[src/rtl/shift_unit_pipe_pkg.sv]
// Shared definitions for the pipelined shift unit: op encodings, stage control payload, amount-width helpers.
// Latency: n/a (types and constant functions only).
// Backpressure: n/a.
package shift_unit_pipe_pkg;

  typedef logic [1:0] shift_op_t;

  localparam shift_op_t OP_SLL = 2'b00;
  localparam shift_op_t OP_SRL = 2'b01;
  localparam shift_op_t OP_SRA = 2'b10;
  localparam shift_op_t OP_ROR = 2'b11;

  // Control travelling with each request; fill is the resolved fill bit for the
  // right shift (sign for SRA, 0 otherwise), so stages never look at the op for it.
  typedef struct packed {
    shift_op_t op;
    logic      fill;
  } ctl_t;

  // Number of shift-amount bits for a given datapath width.
  function automatic int shamt_w(input int xlen);
    return $clog2(xlen);
  endfunction

  // Amount bits handled per stage: ceil(shamt_w / stages).
  function automatic int stage_bits(input int xlen, input int stages);
    return (shamt_w(xlen) + stages - 1) / stages;
  endfunction

endpackage

[src/rtl/shift_unit_pipe_stage.sv]
// One pipeline stage: conditional right shifts for amount bits [LO..HI-1], then a payload register.
// Latency: 1 cycle (registered output).
// Backpressure: up_rdy = stage empty or downstream taking the current entry; contents held otherwise.
// Ports: clk/reset; up_* request from previous stage; dn_* registered result to next stage.
// Optional rotate wrap (op 11) is built only when SHIFT_ROTATE_EN is defined.
module shift_unit_pipe_stage
  import shift_unit_pipe_pkg::*;
#(
  parameter int XLEN  = 32,
  parameter int TAG_W = 5,
  parameter int SW    = 5,
  parameter int LO    = 0,
  parameter int HI    = 5
) (
  input  logic             clk,
  input  logic             reset,
  input  logic             up_vld,
  output logic             up_rdy,
  input  ctl_t             up_ctl,
  input  logic [SW-1:0]    up_amt,
  input  logic [XLEN-1:0]  up_dat,
  input  logic [TAG_W-1:0] up_tag,
  output logic             dn_vld,
  input  logic             dn_rdy,
  output ctl_t             dn_ctl,
  output logic [SW-1:0]    dn_amt,
  output logic [XLEN-1:0]  dn_dat,
  output logic [TAG_W-1:0] dn_tag
);

  // A stage past the end of the amount field has nothing to shift.
  localparam int NB = (HI > LO) ? (HI - LO) : 0;

  logic [XLEN-1:0] d_chain [0:NB];

  assign d_chain[0] = up_dat;

  for (genvar g = 0; g < NB; g++) begin : g_bit
    localparam int J  = LO + g;
    localparam int SH = 1 << J;
    logic [XLEN-1:0] res;

    always_comb begin
      res = d_chain[g] >> SH;
      if (up_ctl.fill) res = res | ~({XLEN{1'b1}} >> SH);
`ifdef SHIFT_ROTATE_EN
      // Low bits shifted out re-enter at the top.
      if (up_ctl.op == OP_ROR) res = res | (d_chain[g] << (XLEN - SH));
`endif
      if (!up_amt[J]) res = d_chain[g];
    end

    assign d_chain[g+1] = res;
  end

  // Accept when empty or when the current entry is leaving this cycle.
  assign up_rdy = !dn_vld || dn_rdy;

  always_ff @(posedge clk) begin
    if (!reset) begin
      dn_vld <= 1'b0;
      dn_ctl <= '0;
      dn_amt <= '0;
      dn_dat <= '0;
      dn_tag <= '0;
    end else if (up_rdy) begin
      dn_vld <= up_vld;
      if (up_vld) begin
        dn_ctl <= up_ctl;
        dn_amt <= up_amt;
        dn_dat <= d_chain[NB];
        dn_tag <= up_tag;
      end
    end
  end

endmodule

[src/rtl/shift_unit_pipe.sv]
// Pipelined RV32I shift unit (SLL/SRL/SRA, optional ROR) with pass-through rd tag.
// Latency: STAGES cycles, throughput 1/cycle.
// Backpressure: valid/ready both sides; in_ready combinational from out_ready through the stage chain.
// Ports: clk, reset (sync, active-low); in_valid/in_ready/in_op/in_a/in_b/in_tag request;
//        out_valid/out_ready/out_data/out_tag result.
// Build option: SHIFT_ROTATE_EN enables op 11 as rotate right; otherwise op 11 behaves as SRL.
module shift_unit_pipe
  import shift_unit_pipe_pkg::*;
#(
  parameter int XLEN   = 32,
  parameter int STAGES = 2,
  parameter int TAG_W  = 5
) (
  input  logic             clk,
  input  logic             reset,
  input  logic             in_valid,
  output logic             in_ready,
  input  logic [1:0]       in_op,
  input  logic [XLEN-1:0]  in_a,
  input  logic [XLEN-1:0]  in_b,
  input  logic [TAG_W-1:0] in_tag,
  output logic             out_valid,
  input  logic             out_ready,
  output logic [XLEN-1:0]  out_data,
  output logic [TAG_W-1:0] out_tag
);

  localparam int SW = shamt_w(XLEN);
  localparam int S  = stage_bits(XLEN, STAGES);

  // Index 0 is the unit input, index STAGES is the last stage register.
  logic             vld [0:STAGES];
  logic             rdy [0:STAGES];
  ctl_t             ctl [0:STAGES];
  logic [SW-1:0]    amt [0:STAGES];
  logic [XLEN-1:0]  dat [0:STAGES];
  logic [TAG_W-1:0] tag [0:STAGES];

  logic [XLEN-1:0] a_rev;
  logic [XLEN-1:0] res_rev;
  ctl_t            in_ctl;

  always_comb begin
    in_ctl.op = in_op;
`ifndef SHIFT_ROTATE_EN
    if (in_op == OP_ROR) in_ctl.op = OP_SRL;
`endif
    in_ctl.fill = (in_op == OP_SRA) && in_a[XLEN-1];
  end

  // Left shifts run through the right-shift datapath on bit-reversed data.
  for (genvar i = 0; i < XLEN; i++) begin : g_rev
    assign a_rev[i]   = in_a[XLEN-1-i];
    assign res_rev[i] = dat[STAGES][XLEN-1-i];
  end

  assign vld[0] = in_valid;
  assign ctl[0] = in_ctl;
  assign amt[0] = in_b[SW-1:0];
  assign dat[0] = (in_op == OP_SLL) ? a_rev : in_a;
  assign tag[0] = in_tag;

  assign rdy[STAGES] = out_ready;
  assign in_ready    = rdy[0];

  for (genvar k = 0; k < STAGES; k++) begin : g_stage
    localparam int LO_K = k * S;
    localparam int HI_K = ((k + 1) * S < SW) ? (k + 1) * S : SW;

    shift_unit_pipe_stage #(
      .XLEN  (XLEN),
      .TAG_W (TAG_W),
      .SW    (SW),
      .LO    (LO_K),
      .HI    (HI_K)
    ) u_stage (
      .clk    (clk),
      .reset  (reset),
      .up_vld (vld[k]),
      .up_rdy (rdy[k]),
      .up_ctl (ctl[k]),
      .up_amt (amt[k]),
      .up_dat (dat[k]),
      .up_tag (tag[k]),
      .dn_vld (vld[k+1]),
      .dn_rdy (rdy[k+1]),
      .dn_ctl (ctl[k+1]),
      .dn_amt (amt[k+1]),
      .dn_dat (dat[k+1]),
      .dn_tag (tag[k+1])
    );
  end

  assign out_valid = vld[STAGES];
  assign out_tag   = tag[STAGES];
  // Reset leaves op=SLL and data=0, so the un-reverse still presents zero.
  assign out_data  = (ctl[STAGES].op == OP_SLL) ? res_rev : dat[STAGES];

  // Upper amount bits are ignored by definition; fill/amount are spent by the last stage.
  logic unused_bits;
  assign unused_bits = ctl[STAGES].fill ^ (^amt[STAGES]) ^ (^in_b[XLEN-1:SW]);

endmodule
[config.mk]
export PLATFORM = sky130hd
export DESIGN_NAME = shift_unit_pipe
export DESIGN_NICKNAME = d
export VERILOG_FILES = /design/src/rtl/shift_unit_pipe_pkg.sv /design/src/rtl/shift_unit_pipe_stage.sv /design/src/rtl/shift_unit_pipe.sv
export SDC_FILE = /design/constraint.sdc
export NUM_CORES = 1
export LEC_CHECK = 0
export CAP_MARGIN = 15
export CORE_MARGIN = 2
export CORE_UTILIZATION = 45
export DETAILED_ROUTE_END_ITERATION = 6
export HOLD_SLACK_MARGIN = 0.03
export MAX_ROUTING_LAYER = met4
export PLACE_DENSITY_LB_ADDON = 0.15
export SYNTH_ARGS = -nofsm -noshare
export SYNTH_HDL_FRONTEND = slang
export SYNTH_HIERARCHICAL = 1
export SYNTH_SLANG_ARGS = --single-unit
[constraint.sdc]
create_clock -name clk -period 1.6 [get_ports clk]
set_input_delay 0.24 -clock clk [delete_from_list [all_inputs] [get_ports clk]]
set_output_delay 0.24 -clock clk [all_outputs]
set_load 0.01 [all_outputs]
==> results by group <==
Status
  • Outcome: complete, but fails checks
  • Failing checks: setup timing

Detailed routing
  • Vias per cell: 5.98
  • Routed len/inst: roughly 19 um
  • Total wire length: 14500 um
  • 1st-iter DRT viols: around 400
  • Detail Route Antenna Nets: 0
  • Drt drc: 0
  • First-pass DRT Iterations: 4
  • Via Count: 4549

Clock tree
  • Reg clk slew, reported paths: about 0.06 ns
  • CTS tree: built
  • Clk_lat worst skew: between 0.3 and 0.4 ns
  • Max clock buf depth: 2
  • Max H-tree Level: 3
  • Root Buffer: clkbuf_16
  • Cts bufs inserted: 9
  • Clock Sinks: 83

Worst setup path
  • Crit path DAT: around 1.6 ns
  • Crit end category: primary output
  • Critical Path RT: ~1.4 ns
  • R2R depth: 6
  • Startpoint class of the critical path: flip-flop
  • Worst reg-to-reg setup slack: about 0.11 ns
  • WS Path Type: flip-flop to primary output
  • CP most frequent cell: buf_12
  • Critical path, cell by cell: nor2_4 -> buf_12 -> buf_12 -> buf_16 -> mux2_4 -> buf_6
  • Worst path max stage delay: around 0.33 ns
  • CP Max Fanout: 8
  • Slowest stage cell, crit path: dfxtp_2

Power
  • Clock power share: 34.4%
  • NetSw: 1.61 mW
  • Switching Fraction: 27.0%
  • Part of the power in combinational logic: 26.6%
  • Internal Power: approximately 4.3 mW
  • Max rail drop VDD: 0.447 mV
  • Overall Power: 5.95 mW
  • LEAKAGE: ~3.0 nW
  • Cell Pwr Density: 785 nW/um^2
  • Reg power frac: 39.0%

Global routing
  • Global route overflow: 0
  • GRT Total Usage: between 20% and 30%
  • Vias in the first global route: roughly 4400
  • Largest net degree at the start of global routing: 32
  • Initial antenna violation count: 0
  • First-pass GRT wire length: 23200 um

STA
  • Slew Viols, Final: 0
  • Clk_skew: approximately 0.007 ns
  • Slew @ Worst Pin: between 0.4 and 0.5 ns
  • Max-slew headroom: between 60 and 70%
  • Final period util: 115%
  • Final hold viol count: 0
  • Minimum clock period: ~1.8 ns
  • Max Clk Rate: between 0.5 and 0.6 GHz
  • Setup violators final: 56
  • Unrepaired setup endpoints after global routing: true
  • Setup WS post-layout: -0.234 ns

Logic synthesis
  • Post-synthesis average cell area: approximately 11 um^2
  • Synth warn: 6
  • Post-Syn Area: between 5000 and 6000 um^2
  • Syn nets: slightly below 600
  • Post-Synthesis Cells: around 520

Floorplanning
  • Initial core utilization: 46.3%
  • Core outline area: 12000 um^2
  • Row cnt: 40
  • Die area: about 13000 um^2
  • Die extent in x: between 100 and 150 um
  • Top-level I/O count: between 100 and 150
  • Chip Height: 115 um

Hold path
  • Hold-critical path depth: 4
  • Worst hold path class: input pin to flip-flop

Layout
  • Antenna cells: 0
  • Final net count: just under 700
  • Filler Cell Count: about 970
  • Layout cell share with drive strength beyond 1: a little under two fifths
  • P&R area growth vs syn: 36.3%

Flow run
  • Max_cap viols: 0

Placement
  • I/O Buffers: 86
  • Dpl hpwl: around 10000 um
  • Pre-CTS setup slack: -0.901 ns
  • RePlAce Congestion: ~0.85
==> per-layer routing <==
layer	vias up	part of all wire (%)	global-route usage, %
met3	16	3.4	3.16
met5	-	0	-
met1	2220	44	29.4
li1	2183	-	-
met2	130	50	37.6
met4	0	1.8	6.99
==> final timing paths <==
kind / end / from
setup / recovery: out_data[4] / g_stage[1].u_stage/dn_ctl[2]
setup reg to reg: g_stage[0].u_stage/dn_dat[26] / g_stage[1].u_stage/dn_vld
hold / removal: g_stage[0].u_stage/dn_ctl[1] / in_op[0]
hold reg to reg: g_stage[1].u_stage/dn_ctl[2] / g_stage[0].u_stage/dn_ctl[2]
==> power groups by stage <==
stage	registers [mW]	logic, mW	clock network (mW)
2_1_floorplan	2.31	0.957	0
6_report	2.32	1.58	2.04
3_3_place_gp	2.35	1.39	0
5_1_grt	2.34	1.69	2.16
4_1_cts	2.32	1.54	2.07
3_5_place_dp	2.36	1.41	0
==> cells in the final DEF (no fill, tap or decap), types with 2 or more instances in the layout <==
cell and count:
a211oi_1 33, a211oi_2 2, a21oi_1 58, a311oi_1 2, and2_1 8, buf_12 21, buf_16 4, buf_4 25
buf_6 34, clkbuf_16 9, clkdlybuf4s50_1 50, clkinv_2 3, dfxtp_1 80, dfxtp_2 3, inv_1 24, mux2_2 2
mux2_4 63, mux2i_1 23, mux2i_2 3, mux4_1 8, mux4_2 38, nand2_1 19, nand3_1 19, nor2_1 2
nor2_4 3, nor2b_4 2, nor3_1 2, o21ai_0 18, o22ai_1 16, o2bb2ai_1 16
==> critical path, delay by kind of cell, from the launching register on <==
| family | cells | cell delay, ns |
|---|---|---|
| buffers and inverters | 4 | 0.50 |
| flip-flops | 1 | 0.33 |
| multiplexers | 1 | 0.31 |
| AND/OR/NAND/NOR | 1 | 0.12 |
==> sequential cells by signal, summed over array words and instances (netlist names) <==
signal / flops
g_stage.u_stage/dn_dat: 64
g_stage.u_stage/dn_vld: 2
g_stage.u_stage/dn_ctl: 5
g_stage.u_stage/dn_tag: 10
g_stage.u_stage/dn_amt: 2
==> per-stage QoR <==
step           hold slack [ns]  TNS [ns]  cells  area, um^2  utilization, %
3_5_place_dp             0.457    -31.90    734        6770            56.4
2_1_floorplan            0.404     -3.41    519        5630               -
6_report                 0.291     -7.86    761        7570            63.1
4_1_cts                  0.286     -8.87    761        7490            62.4
3_3_place_gp             0.449    -31.20    734        6770            56.4
5_1_grt                  0.311    -10.52    761        7570            63.1
==> timing repair <==
item,CTS,global route
pin swaps,20,15
gates cloned,6,0
setup endpoints to repair,65,68
gates resized for setup,213,26
buffers inserted,5,2
hold buffers,0,0
==> area by class of cell <==
class                      count  area (um^2)  area share [%]
multi-input combinational    352         3700            48.8
tap                          147          184            2.43
sequential                    83         1670            22.0
clock buffer                  11          243            3.21
clock inverter                 5         52.6           0.694
inverter                      26          100            1.32
timing repair buffer         137         1630            21.5
Power figures use the tool's default switching activity.
